[src/rtl/alu_seq_muldiv_pkg.sv]
`default_nettype none
// +----------------------------------------------------------------------------+
// | Module      : alu_seq_muldiv_pkg                                           |
// | Description : ALUFun opcodes and control FSM state encoding.               |
// | Revision    : 1.0 - initial release                                        |
// +----------------------------------------------------------------------------+
package alu_seq_muldiv_pkg;

  localparam logic [5:0] C_FUN_ADD  = 6'b000000;
  localparam logic [5:0] C_FUN_SUB  = 6'b000001;
  localparam logic [5:0] C_FUN_AND  = 6'b011000;
  localparam logic [5:0] C_FUN_OR   = 6'b011110;
  localparam logic [5:0] C_FUN_XOR  = 6'b010110;
  localparam logic [5:0] C_FUN_NOR  = 6'b010001;
  localparam logic [5:0] C_FUN_PASS = 6'b011010;
  localparam logic [5:0] C_FUN_SLL  = 6'b100000;
  localparam logic [5:0] C_FUN_SRL  = 6'b100001;
  localparam logic [5:0] C_FUN_SRA  = 6'b100011;
  localparam logic [5:0] C_FUN_EQ   = 6'b110011;
  localparam logic [5:0] C_FUN_NE   = 6'b110001;
  localparam logic [5:0] C_FUN_LT   = 6'b110101;
  localparam logic [5:0] C_FUN_LEZ  = 6'b111101;
  localparam logic [5:0] C_FUN_LTZ  = 6'b111011;
  localparam logic [5:0] C_FUN_GTZ  = 6'b111111;
  localparam logic [5:0] C_FUN_MULT = 6'b001000;
  localparam logic [5:0] C_FUN_DIV  = 6'b001001;
  localparam logic [5:0] C_FUN_MFHI = 6'b001010;
  localparam logic [5:0] C_FUN_MFLO = 6'b001011;

  typedef enum logic [1:0] {
    S_IDLE = 2'd0,
    S_BUSY = 2'd1,
    S_DONE = 2'd2
  } state_e;

endpackage
`default_nettype wire

[src/rtl/alu_seq_muldiv_if.sv]
`default_nettype none
// +----------------------------------------------------------------------------+
// | Module      : alu_seq_muldiv_if                                            |
// | Description : Issue/result handshake bundle between decode and writeback.  |
// | Revision    : 1.0 - initial release                                        |
// +----------------------------------------------------------------------------+
interface alu_seq_muldiv_if #(
  parameter int WIDTH = 32
);
  logic             in_valid;
  logic             in_ready;
  logic [5:0]       in_fun;
  logic             in_sign;
  logic [WIDTH-1:0] in_a;
  logic [WIDTH-1:0] in_b;
  logic             out_valid;
  logic             out_ready;
  logic [WIDTH-1:0] out_z;
  logic             out_zero;
  logic             out_ovf;
  logic             out_neg;

  modport master (
    output in_valid, in_fun, in_sign, in_a, in_b, out_ready,
    input  in_ready, out_valid, out_z, out_zero, out_ovf, out_neg
  );

  modport slave (
    input  in_valid, in_fun, in_sign, in_a, in_b, out_ready,
    output in_ready, out_valid, out_z, out_zero, out_ovf, out_neg
  );
endinterface
`default_nettype wire

[src/rtl/alu_seq_muldiv_iter.sv]
`default_nettype none
// +----------------------------------------------------------------------------+
// | Module      : alu_seq_muldiv_iter                                          |
// | Description : Radix-2 shift-add multiplier / restoring divider, WIDTH      |
// |               iterations on magnitudes with sign post-correction.          |
// |               Divider present only when ALU_DIV_EN is defined.             |
// | Revision    : 1.0 - initial release                                        |
// +----------------------------------------------------------------------------+
module alu_seq_muldiv_iter #(
  parameter int WIDTH = 32
) (
  input  wire logic             clk,
  input  wire logic             reset,
  input  wire logic             start_i,
`ifdef ALU_DIV_EN
  input  wire logic             is_div_i,
`endif
  input  wire logic             sign_i,
  input  wire logic [WIDTH-1:0] a_i,
  input  wire logic [WIDTH-1:0] b_i,
  output logic                  done_o,
  output logic [WIDTH-1:0]      hi_o,
  output logic [WIDTH-1:0]      lo_o
);
  localparam int                 C_CNT_W    = $clog2(WIDTH);
  localparam logic [C_CNT_W-1:0] C_CNT_LAST = C_CNT_W'(WIDTH - 1);

  logic               run_q;
  logic [C_CNT_W-1:0] cnt_q;
  logic [WIDTH-1:0]   acc_q;
  logic [WIDTH-1:0]   mq_q;
  logic [WIDTH-1:0]   opnd_q;
  logic               neg_q;
`ifdef ALU_DIV_EN
  logic               div_q;
  logic               rneg_q;
  logic               bzero_q;
  logic [WIDTH-1:0]   araw_q;
  logic [WIDTH:0]     w_shift;
  logic [WIDTH:0]     w_trial;
  logic               w_ge;
`endif

  logic               w_a_neg;
  logic               w_b_neg;
  logic [WIDTH-1:0]   w_a_mag;
  logic [WIDTH-1:0]   w_b_mag;
  logic [WIDTH:0]     w_sum;
  logic [WIDTH-1:0]   w_acc_n;
  logic [WIDTH-1:0]   w_mq_n;
  logic [2*WIDTH-1:0] w_prod;

  assign w_a_neg = sign_i & a_i[WIDTH-1];
  assign w_b_neg = sign_i & b_i[WIDTH-1];
  assign w_a_mag = w_a_neg ? -a_i : a_i;
  assign w_b_mag = w_b_neg ? -b_i : b_i;
  assign done_o  = run_q && (cnt_q == C_CNT_LAST);

  always_ff @(posedge clk) begin
    if (reset) begin
      run_q   <= 1'b0;
      cnt_q   <= '0;
      acc_q   <= '0;
      mq_q    <= '0;
      opnd_q  <= '0;
      neg_q   <= 1'b0;
`ifdef ALU_DIV_EN
      div_q   <= 1'b0;
      rneg_q  <= 1'b0;
      bzero_q <= 1'b0;
      araw_q  <= '0;
`endif
    end else if (start_i) begin
      run_q  <= 1'b1;
      cnt_q  <= '0;
      acc_q  <= '0;
      mq_q   <= w_b_mag;
      opnd_q <= w_a_mag;
      neg_q  <= w_a_neg ^ w_b_neg;
`ifdef ALU_DIV_EN
      div_q   <= is_div_i;
      rneg_q  <= w_a_neg;
      bzero_q <= (b_i == '0);
      araw_q  <= a_i;
      if (is_div_i) begin
        mq_q   <= w_a_mag;
        opnd_q <= w_b_mag;
      end
`endif
    end else if (run_q) begin
      acc_q <= w_acc_n;
      mq_q  <= w_mq_n;
      if (cnt_q == C_CNT_LAST) begin
        run_q <= 1'b0;
        cnt_q <= '0;
      end else begin
        cnt_q <= cnt_q + 1'b1;
      end
    end
  end

  // One iteration per cycle; the outputs present the corrected result of the current step.
  always_comb begin
    w_sum   = {1'b0, acc_q} + {1'b0, (mq_q[0] ? opnd_q : '0)};
    w_acc_n = w_sum[WIDTH:1];
    w_mq_n  = {w_sum[0], mq_q[WIDTH-1:1]};
    w_prod  = neg_q ? -{w_acc_n, w_mq_n} : {w_acc_n, w_mq_n};
    hi_o    = w_prod[2*WIDTH-1:WIDTH];
    lo_o    = w_prod[WIDTH-1:0];
`ifdef ALU_DIV_EN
    w_shift = {acc_q, mq_q[WIDTH-1]};
    w_trial = w_shift - {1'b0, opnd_q};
    w_ge    = ~w_trial[WIDTH];
    if (div_q) begin
      w_acc_n = w_ge ? w_trial[WIDTH-1:0] : w_shift[WIDTH-1:0];
      w_mq_n  = {mq_q[WIDTH-2:0], w_ge};
      lo_o    = neg_q ? -w_mq_n : w_mq_n;
      hi_o    = rneg_q ? -w_acc_n : w_acc_n;
      if (bzero_q) begin
        lo_o = '1;
        hi_o = araw_q;
      end
    end
`endif
  end

endmodule
`default_nettype wire

[src/rtl/alu_seq_muldiv.sv]
`default_nettype none
// +----------------------------------------------------------------------------+
// | Module      : alu_seq_muldiv                                               |
// | Description : Handshaked ALU with iterative MULT/DIV and HI/LO registers.  |
// |               Define ALU_DIV_EN to include the divider.                    |
// | Revision    : 1.0 - initial release                                        |
// +----------------------------------------------------------------------------+
module alu_seq_muldiv
  import alu_seq_muldiv_pkg::*;
#(
  parameter int WIDTH = 32
) (
  input wire logic         clk,
  input wire logic         reset,
  alu_seq_muldiv_if.slave  bus
);
  localparam int C_SH_W = $clog2(WIDTH);

  state_e           state_q, state_d;
  logic [WIDTH-1:0] z_q, z_d;
  logic             zero_q, zero_d;
  logic             ovf_q, ovf_d;
  logic             neg_q, neg_d;
  logic             sign_q, sign_d;
  logic [WIDTH-1:0] hi_q, hi_d;
  logic [WIDTH-1:0] lo_q, lo_d;

  logic              w_accept;
  logic              w_multi;
  logic              w_done;
  logic [WIDTH-1:0]  w_hi;
  logic [WIDTH-1:0]  w_lo;
  logic [WIDTH-1:0]  w_z;
  logic              w_ovf;
  logic              w_def;
  logic              w_zero;
  logic              w_neg;
  logic [WIDTH:0]    w_add;
  logic [WIDTH:0]    w_sub;
  logic              w_lt;
  logic [C_SH_W-1:0] w_sh;
  logic              w_amsb;

  assign bus.in_ready  = (state_q == S_IDLE);
  assign bus.out_valid = (state_q == S_DONE);
  assign bus.out_z     = z_q;
  assign bus.out_zero  = zero_q;
  assign bus.out_ovf   = ovf_q;
  assign bus.out_neg   = neg_q;

  assign w_accept = bus.in_valid && (state_q == S_IDLE);
`ifdef ALU_DIV_EN
  assign w_multi = (bus.in_fun == C_FUN_MULT) || (bus.in_fun == C_FUN_DIV);
`else
  assign w_multi = (bus.in_fun == C_FUN_MULT);
`endif

  alu_seq_muldiv_iter #(.WIDTH(WIDTH)) u_iter (
    .clk     (clk),
    .reset   (reset),
    .start_i (w_accept && w_multi),
`ifdef ALU_DIV_EN
    .is_div_i(bus.in_fun == C_FUN_DIV),
`endif
    .sign_i  (bus.in_sign),
    .a_i     (bus.in_a),
    .b_i     (bus.in_b),
    .done_o  (w_done),
    .hi_o    (w_hi),
    .lo_o    (w_lo)
  );

  always_comb begin
    w_sh   = bus.in_a[C_SH_W-1:0];
    w_amsb = bus.in_a[WIDTH-1];
    w_add  = {1'b0, bus.in_a} + {1'b0, bus.in_b};
    w_sub  = {1'b0, bus.in_a} - {1'b0, bus.in_b};
    w_lt   = bus.in_sign ? ($signed(bus.in_a) < $signed(bus.in_b)) : (bus.in_a < bus.in_b);
    w_z    = '0;
    w_ovf  = 1'b0;
    w_def  = 1'b1;
    case (bus.in_fun)
      C_FUN_ADD: begin
        w_z   = w_add[WIDTH-1:0];
        w_ovf = bus.in_sign ? ((w_amsb == bus.in_b[WIDTH-1]) && (w_add[WIDTH-1] != w_amsb))
                            : w_add[WIDTH];
      end
      C_FUN_SUB: begin
        w_z   = w_sub[WIDTH-1:0];
        w_ovf = bus.in_sign ? ((w_amsb != bus.in_b[WIDTH-1]) && (w_sub[WIDTH-1] != w_amsb))
                            : w_sub[WIDTH];
      end
      C_FUN_AND:  w_z = bus.in_a & bus.in_b;
      C_FUN_OR:   w_z = bus.in_a | bus.in_b;
      C_FUN_XOR:  w_z = bus.in_a ^ bus.in_b;
      C_FUN_NOR:  w_z = ~(bus.in_a | bus.in_b);
      C_FUN_PASS: w_z = bus.in_a;
      C_FUN_SLL:  w_z = bus.in_b << w_sh;
      C_FUN_SRL:  w_z = bus.in_b >> w_sh;
      C_FUN_SRA:  w_z = $unsigned($signed(bus.in_b) >>> w_sh);
      C_FUN_EQ:   w_z = WIDTH'(bus.in_a == bus.in_b);
      C_FUN_NE:   w_z = WIDTH'(bus.in_a != bus.in_b);
      C_FUN_LT:   w_z = WIDTH'(w_lt);
      C_FUN_LEZ:  w_z = WIDTH'((bus.in_sign && w_amsb) || (bus.in_a == '0));
      C_FUN_LTZ:  w_z = WIDTH'(bus.in_sign && w_amsb);
      C_FUN_GTZ:  w_z = WIDTH'(!(bus.in_sign && w_amsb) && (bus.in_a != '0));
      C_FUN_MFHI: w_z = hi_q;
      C_FUN_MFLO: w_z = lo_q;
      C_FUN_MULT, C_FUN_DIV: w_z = '0;
      default:    w_def = 1'b0;
    endcase
    // Undefined opcodes report all flags clear, including zero.
    w_zero = w_def && (w_z == '0);
    w_neg  = w_def && bus.in_sign && w_z[WIDTH-1];
  end

  always_comb begin
    state_d = state_q;
    z_d     = z_q;
    zero_d  = zero_q;
    ovf_d   = ovf_q;
    neg_d   = neg_q;
    sign_d  = sign_q;
    hi_d    = hi_q;
    lo_d    = lo_q;
    case (state_q)
      S_IDLE: begin
        if (w_accept) begin
          sign_d = bus.in_sign;
          if (w_multi) begin
            state_d = S_BUSY;
          end else begin
            state_d = S_DONE;
            z_d     = w_z;
            zero_d  = w_zero;
            ovf_d   = w_ovf;
            neg_d   = w_neg;
          end
        end
      end
      S_BUSY: begin
        if (w_done) begin
          state_d = S_DONE;
          hi_d    = w_hi;
          lo_d    = w_lo;
          z_d     = w_lo;
          zero_d  = (w_lo == '0);
          ovf_d   = 1'b0;
          neg_d   = sign_q && w_lo[WIDTH-1];
        end
      end
      S_DONE: begin
        if (bus.out_ready) state_d = S_IDLE;
      end
      default: state_d = S_IDLE;
    endcase
  end

  always_ff @(posedge clk) begin
    if (reset) begin
      state_q <= S_IDLE;
      z_q     <= '0;
      zero_q  <= 1'b0;
      ovf_q   <= 1'b0;
      neg_q   <= 1'b0;
      sign_q  <= 1'b0;
      hi_q    <= '0;
      lo_q    <= '0;
    end else begin
      state_q <= state_d;
      z_q     <= z_d;
      zero_q  <= zero_d;
      ovf_q   <= ovf_d;
      neg_q   <= neg_d;
      sign_q  <= sign_d;
      hi_q    <= hi_d;
      lo_q    <= lo_d;
    end
  end

endmodule
`default_nettype wire

[src/flat_wrapper.sv]
// flat-port wrapper written by rule: the top's interface ports become plain ports
module alu_seq_muldiv_flat import alu_seq_muldiv_pkg::*;
#(
  parameter int WIDTH = 32
)
  (clk, reset, bus_in_valid, bus_in_fun, bus_in_sign, bus_in_a, bus_in_b, bus_out_ready, bus_in_ready, bus_out_valid, bus_out_z, bus_out_zero, bus_out_ovf, bus_out_neg);
  alu_seq_muldiv_if #(.WIDTH(WIDTH)) bus_i ();
  input wire logic clk;
  input wire logic reset;
  input wire logic [$bits(bus_i.in_valid)-1:0] bus_in_valid;
  input wire logic [$bits(bus_i.in_fun)-1:0] bus_in_fun;
  input wire logic [$bits(bus_i.in_sign)-1:0] bus_in_sign;
  input wire logic [$bits(bus_i.in_a)-1:0] bus_in_a;
  input wire logic [$bits(bus_i.in_b)-1:0] bus_in_b;
  input wire logic [$bits(bus_i.out_ready)-1:0] bus_out_ready;
  output wire logic [$bits(bus_i.in_ready)-1:0] bus_in_ready;
  output wire logic [$bits(bus_i.out_valid)-1:0] bus_out_valid;
  output wire logic [$bits(bus_i.out_z)-1:0] bus_out_z;
  output wire logic [$bits(bus_i.out_zero)-1:0] bus_out_zero;
  output wire logic [$bits(bus_i.out_ovf)-1:0] bus_out_ovf;
  output wire logic [$bits(bus_i.out_neg)-1:0] bus_out_neg;
  assign bus_i.in_valid = bus_in_valid;
  assign bus_i.in_fun = bus_in_fun;
  assign bus_i.in_sign = bus_in_sign;
  assign bus_i.in_a = bus_in_a;
  assign bus_i.in_b = bus_in_b;
  assign bus_i.out_ready = bus_out_ready;
  assign bus_in_ready = bus_i.in_ready;
  assign bus_out_valid = bus_i.out_valid;
  assign bus_out_z = bus_i.out_z;
  assign bus_out_zero = bus_i.out_zero;
  assign bus_out_ovf = bus_i.out_ovf;
  assign bus_out_neg = bus_i.out_neg;
  alu_seq_muldiv #(.WIDTH(WIDTH)) u_core (.clk(clk), .reset(reset), .bus(bus_i));
endmodule
[config.mk]
export PLATFORM = sky130hd
export DESIGN_NAME = alu_seq_muldiv_flat
export DESIGN_NICKNAME = d
export VERILOG_FILES = /design/src/rtl/alu_seq_muldiv_pkg.sv /design/src/rtl/alu_seq_muldiv_if.sv /design/src/rtl/alu_seq_muldiv_iter.sv /design/src/rtl/alu_seq_muldiv.sv /design/src/flat_wrapper.sv
export SDC_FILE = /design/constraint.sdc
export NUM_CORES = 1
export LEC_CHECK = 0
export ABC_AREA = 1
export CELL_PAD_IN_SITES_DETAIL_PLACEMENT = 1
export CELL_PAD_IN_SITES_GLOBAL_PLACEMENT = 1
export CORE_MARGIN = 3
export CORE_UTILIZATION = 25
export CTS_CLUSTER_SIZE = 12
export DETAILED_ROUTE_END_ITERATION = 10
export PLACE_DENSITY = 0.56
export SLEW_MARGIN = 20
export SYNTH_ARGS = -nofsm -noshare
export SYNTH_HDL_FRONTEND = slang
export SYNTH_SLANG_ARGS = --single-unit
[constraint.sdc]
create_clock -name clk -period 4.5 [get_ports clk]
set_clock_uncertainty 0.1 [all_clocks]
set_input_delay 0.675 -clock clk [delete_from_list [all_inputs] [get_ports clk]]
set_output_delay 0.675 -clock clk [all_outputs]
set_load 0.01 [all_outputs]
==> key figures <==
Layout
  – Fill cell count: 13370
  – Register area: 4106 µm²
  – Multi-input gate area: 17970 µm²
  – Fin nets: 5187
  – Area Overhead vs Synth: 22.27%
  – Fin area: 30880 µm²
  – Layout Cells excl Fill: 6282
  – Share of layout cells above drive strength 1: 0.09972

Clock network
  – CTS max path bufs: 3
  – Clk_lat worst skew: 0.56 ns
  – CTS tree: yes
  – H-tree depth: 1
  – Root Buffer: clkbuf_16
  – Hold-fix buffers, CTS: 0
  – Resized cells post-CTS: 0
  – Setup repair bufs after CTS: 0
  – Clock tree sinks: 205
  – Cts bufs inserted: 24
  – Clock transition at the registers of the reported paths: 0.08 ns

Synthesis
  – Async SR Flop Fraction: 0
  – Cell variety after synth: 59
  – Synth warn: 0
  – Net count after synthesis: 4885
  – Register area share after synthesis: 0.1625
  – Top cell type's share of synthesized area: 0.2271
  – Post-synth top cells: nand2_1, inv_1, nand3_1
  – Synth Area per Inst: 5.403 µm²
  – Most frequent cell after synthesis: nand2_1
  – Most used DFF post-synth: dfxtp_1
  – Yosys reg bits: 205
  – Largest area contributor in the netlist: nand2_1
  – Area contributors post-synth: nand2_1, dfxtp_1, nand3_1, inv_1, nor2_1
  – Post-synth EDFFs: 0
  – Mapped Cells: 4674
  – Mapped cell area: 25250 µm²

Setup path
  – CP cell instances: clkdlybuf4s50_1 > inv_1 > ha_1 > nand2_1 > nor4_1 > a21oi_1 > nand2_1 > nand2_1 > nand3_1 > nand3_1 > nor2_1 > nand2_1 > nor2_1 > nand2_1 > nor2_1 > nand3_1 > a21oi_1
  – Crit path DAT: 4.83 ns
  – Crit path max-delay family: simple AND/OR/NAND/NOR gates
  – Crit-path max cell delay: 0.90 ns
  – R2R depth: 21
  – Crit end category: register
  – Startpoint types: input port
  – Worst path bufs/invs: 2
  – Required @ worst endpoint: 4.89 ns
  – Critical-path maximum fanout: 6
  – Critical Path Stages: 17
  – Setup Crit Path Kind: in2reg
  – Cell repeated most along the worst path: nand2_1
  – Slowest cell on the critical path: nor4_1

Placed design
  – Pre-CTS setup slack: -0.3885 ns
  – Final GP Congestion: 1.058
  – DP Cell Count: 6237
  – Post-DP Area: 30060 µm²
  – Port Buffers: 111
  – Post-DP HPWL: 145000 µm

Floorplanning
  – Core Box Area: 99280 µm²
  – Die W: 323.8 µm
  – Die Y: 323.8 µm
  – Die area: 104900 µm²
  – IO Pins: 112
  – Row count: 115
  – Initial core utilization: 0.2544

Timing
  – Final Hold Fails: 0
  – Hold WS: 0.3637 ns
  – Slew of the pin with the lowest slew margin: 1.068 ns
  – Min Tclk post-route: 4.439 ns
  – Final slew viol count: 0
  – Maximum clock frequency: 225.3 MHz
  – Setup ws final: 0.06104 ns
  – RSZ-0062 raised after global routing: false
  – Final worst-path cycle share: 0.9864
  – Slew Limit Headroom: 0.2813
  – Endpoints failing setup: 0

Global routing
  – Total grt overflow: 0
  – First-pass GRT wire length: 238900 µm
  – GRT Util Overall: 0.3156
  – Initial antenna violation count: 10
  – Largest net degree at the start of global routing: 94
  – Vias in the first global route: 32550

Drt
  – Wirelength per Cell: 26.96 µm
  – Drt pass-1 iters: 5
  – Vias: 32860
  – DR vias/cell: 5.230
  – First DRT Iteration DRCs: 3046
  – Detail Route Antenna Nets: 0
  – Drt total wl: 169400 µm
  – DRC: 0

Min path
  – Hold/Removal Path Class: reg2reg
  – Worst hold path depth: 2

Status
  – Status: complete, no violations

Run
  – Maxcap violations: 0

Power and ir drop
  – Pwr dens: 200.5 nW/µm²
  – Pwr Total: 6.191 mW
  – Pleak: 16.02 nW
  – Worst VDD drop: 0.2234 mV
==> sequential cells by signal, indices dropped and copies added (netlist names) <==
register              count
u_core.bus.out_neg        1
u_core.bus.out_ovf        1
u_core.bus.out_z         32
u_core.bus.out_zero       1
u_core.hi_q              32
u_core.lo_q              32
u_core.sign_q             1
u_core.state_q            2
u_core.u_iter.acc_q      32
u_core.u_iter.cnt_q       5
u_core.u_iter.mq_q       32
u_core.u_iter.neg_q       1
u_core.u_iter.opnd_q     32
u_core.u_iter.run_q       1
==> metal layers <==
layer  global-route usage  part of all wire  wire length, µm
met5                    0          0.000077               13
met2               0.4973              0.43            73670
met1               0.4360              0.45            76710
met4               0.1354             0.053             8937
met3              0.03344             0.059            10040
==> worst min-delay path, stage by stage, from the launching register on <==
cell     delay, ns
dfxtp_1       0.31
nand2_1       0.06
a21oi_1       0.05
==> kinds of logic after synthesis <==
logic type               Yosys count  synth area share
AO/OA/AOI/OAI                    634            0.1436
XOR/XNOR                         106           0.03884
adder cells (fa/ha/maj)          136           0.06828
buffers and inverters            832            0.1275
flip-flops                       205            0.1625
multiplexers                       1         0.0003964
AND/OR/NAND/NOR                 2760            0.4588
==> power breakdown <==
| group | switching [mW] | internal [mW] | total (mW) |
|---|---|---|---|
| clock | 0.888 | 1.19 | 2.08 |
| sequential | 0.0140 | 1.83 | 1.84 |
| combinational | 1.57 | 0.690 | 2.26 |
| total | 2.48 | 3.71 | 6.19 |
==> final cells by class <==
class                           count  area share
Antenna cell                        1  0.00008104
Clock buffer                       38     0.02411
Multi-Input combinational cell   3637      0.5819
Timing Repair Buffer              466      0.1286
Sequential cell                   205      0.1330
Clock inverter                      6    0.002067
Inverter                          642     0.07805
Tap cell                         1287     0.05215
==> path summary, 6_finish.rpt <==
check	startpoint	to	slack, ns
max	bus_in_a[25]	u_core.bus.out_zero	0.06
min	u_core.bus.out_z[29]	u_core.bus.out_z[29]	0.36
max reg2reg	u_core.u_iter.mq_q[0]	u_core.hi_q[25]	0.72
min reg2reg	u_core.bus.out_z[29]	u_core.bus.out_z[29]	0.36
==> metrics by stage <==
step                      setup TNS, ns  utilization
after global routing                  0       0.3110
after CTS                             0       0.3109
after floorplan                       0            -
final                                 0       0.3110
after detailed placement         -1.156       0.3027
after global placement           -1.340       0.3027
==> cells in the final DEF (no fill, tap or decap), types with 75 or more instances in the layout <==
cell type        instances
a21oi_1                236
o21ai_0                212
nand3_1                524
o211ai_1                75
inv_1                  618
ha_1                   133
xor2_1                  84
nor2_1                 497
dfxtp_1                203
buf_4                  339
clkdlybuf4s50_1        107
nand2_1               1528
(Power assumes the default switching activity.)
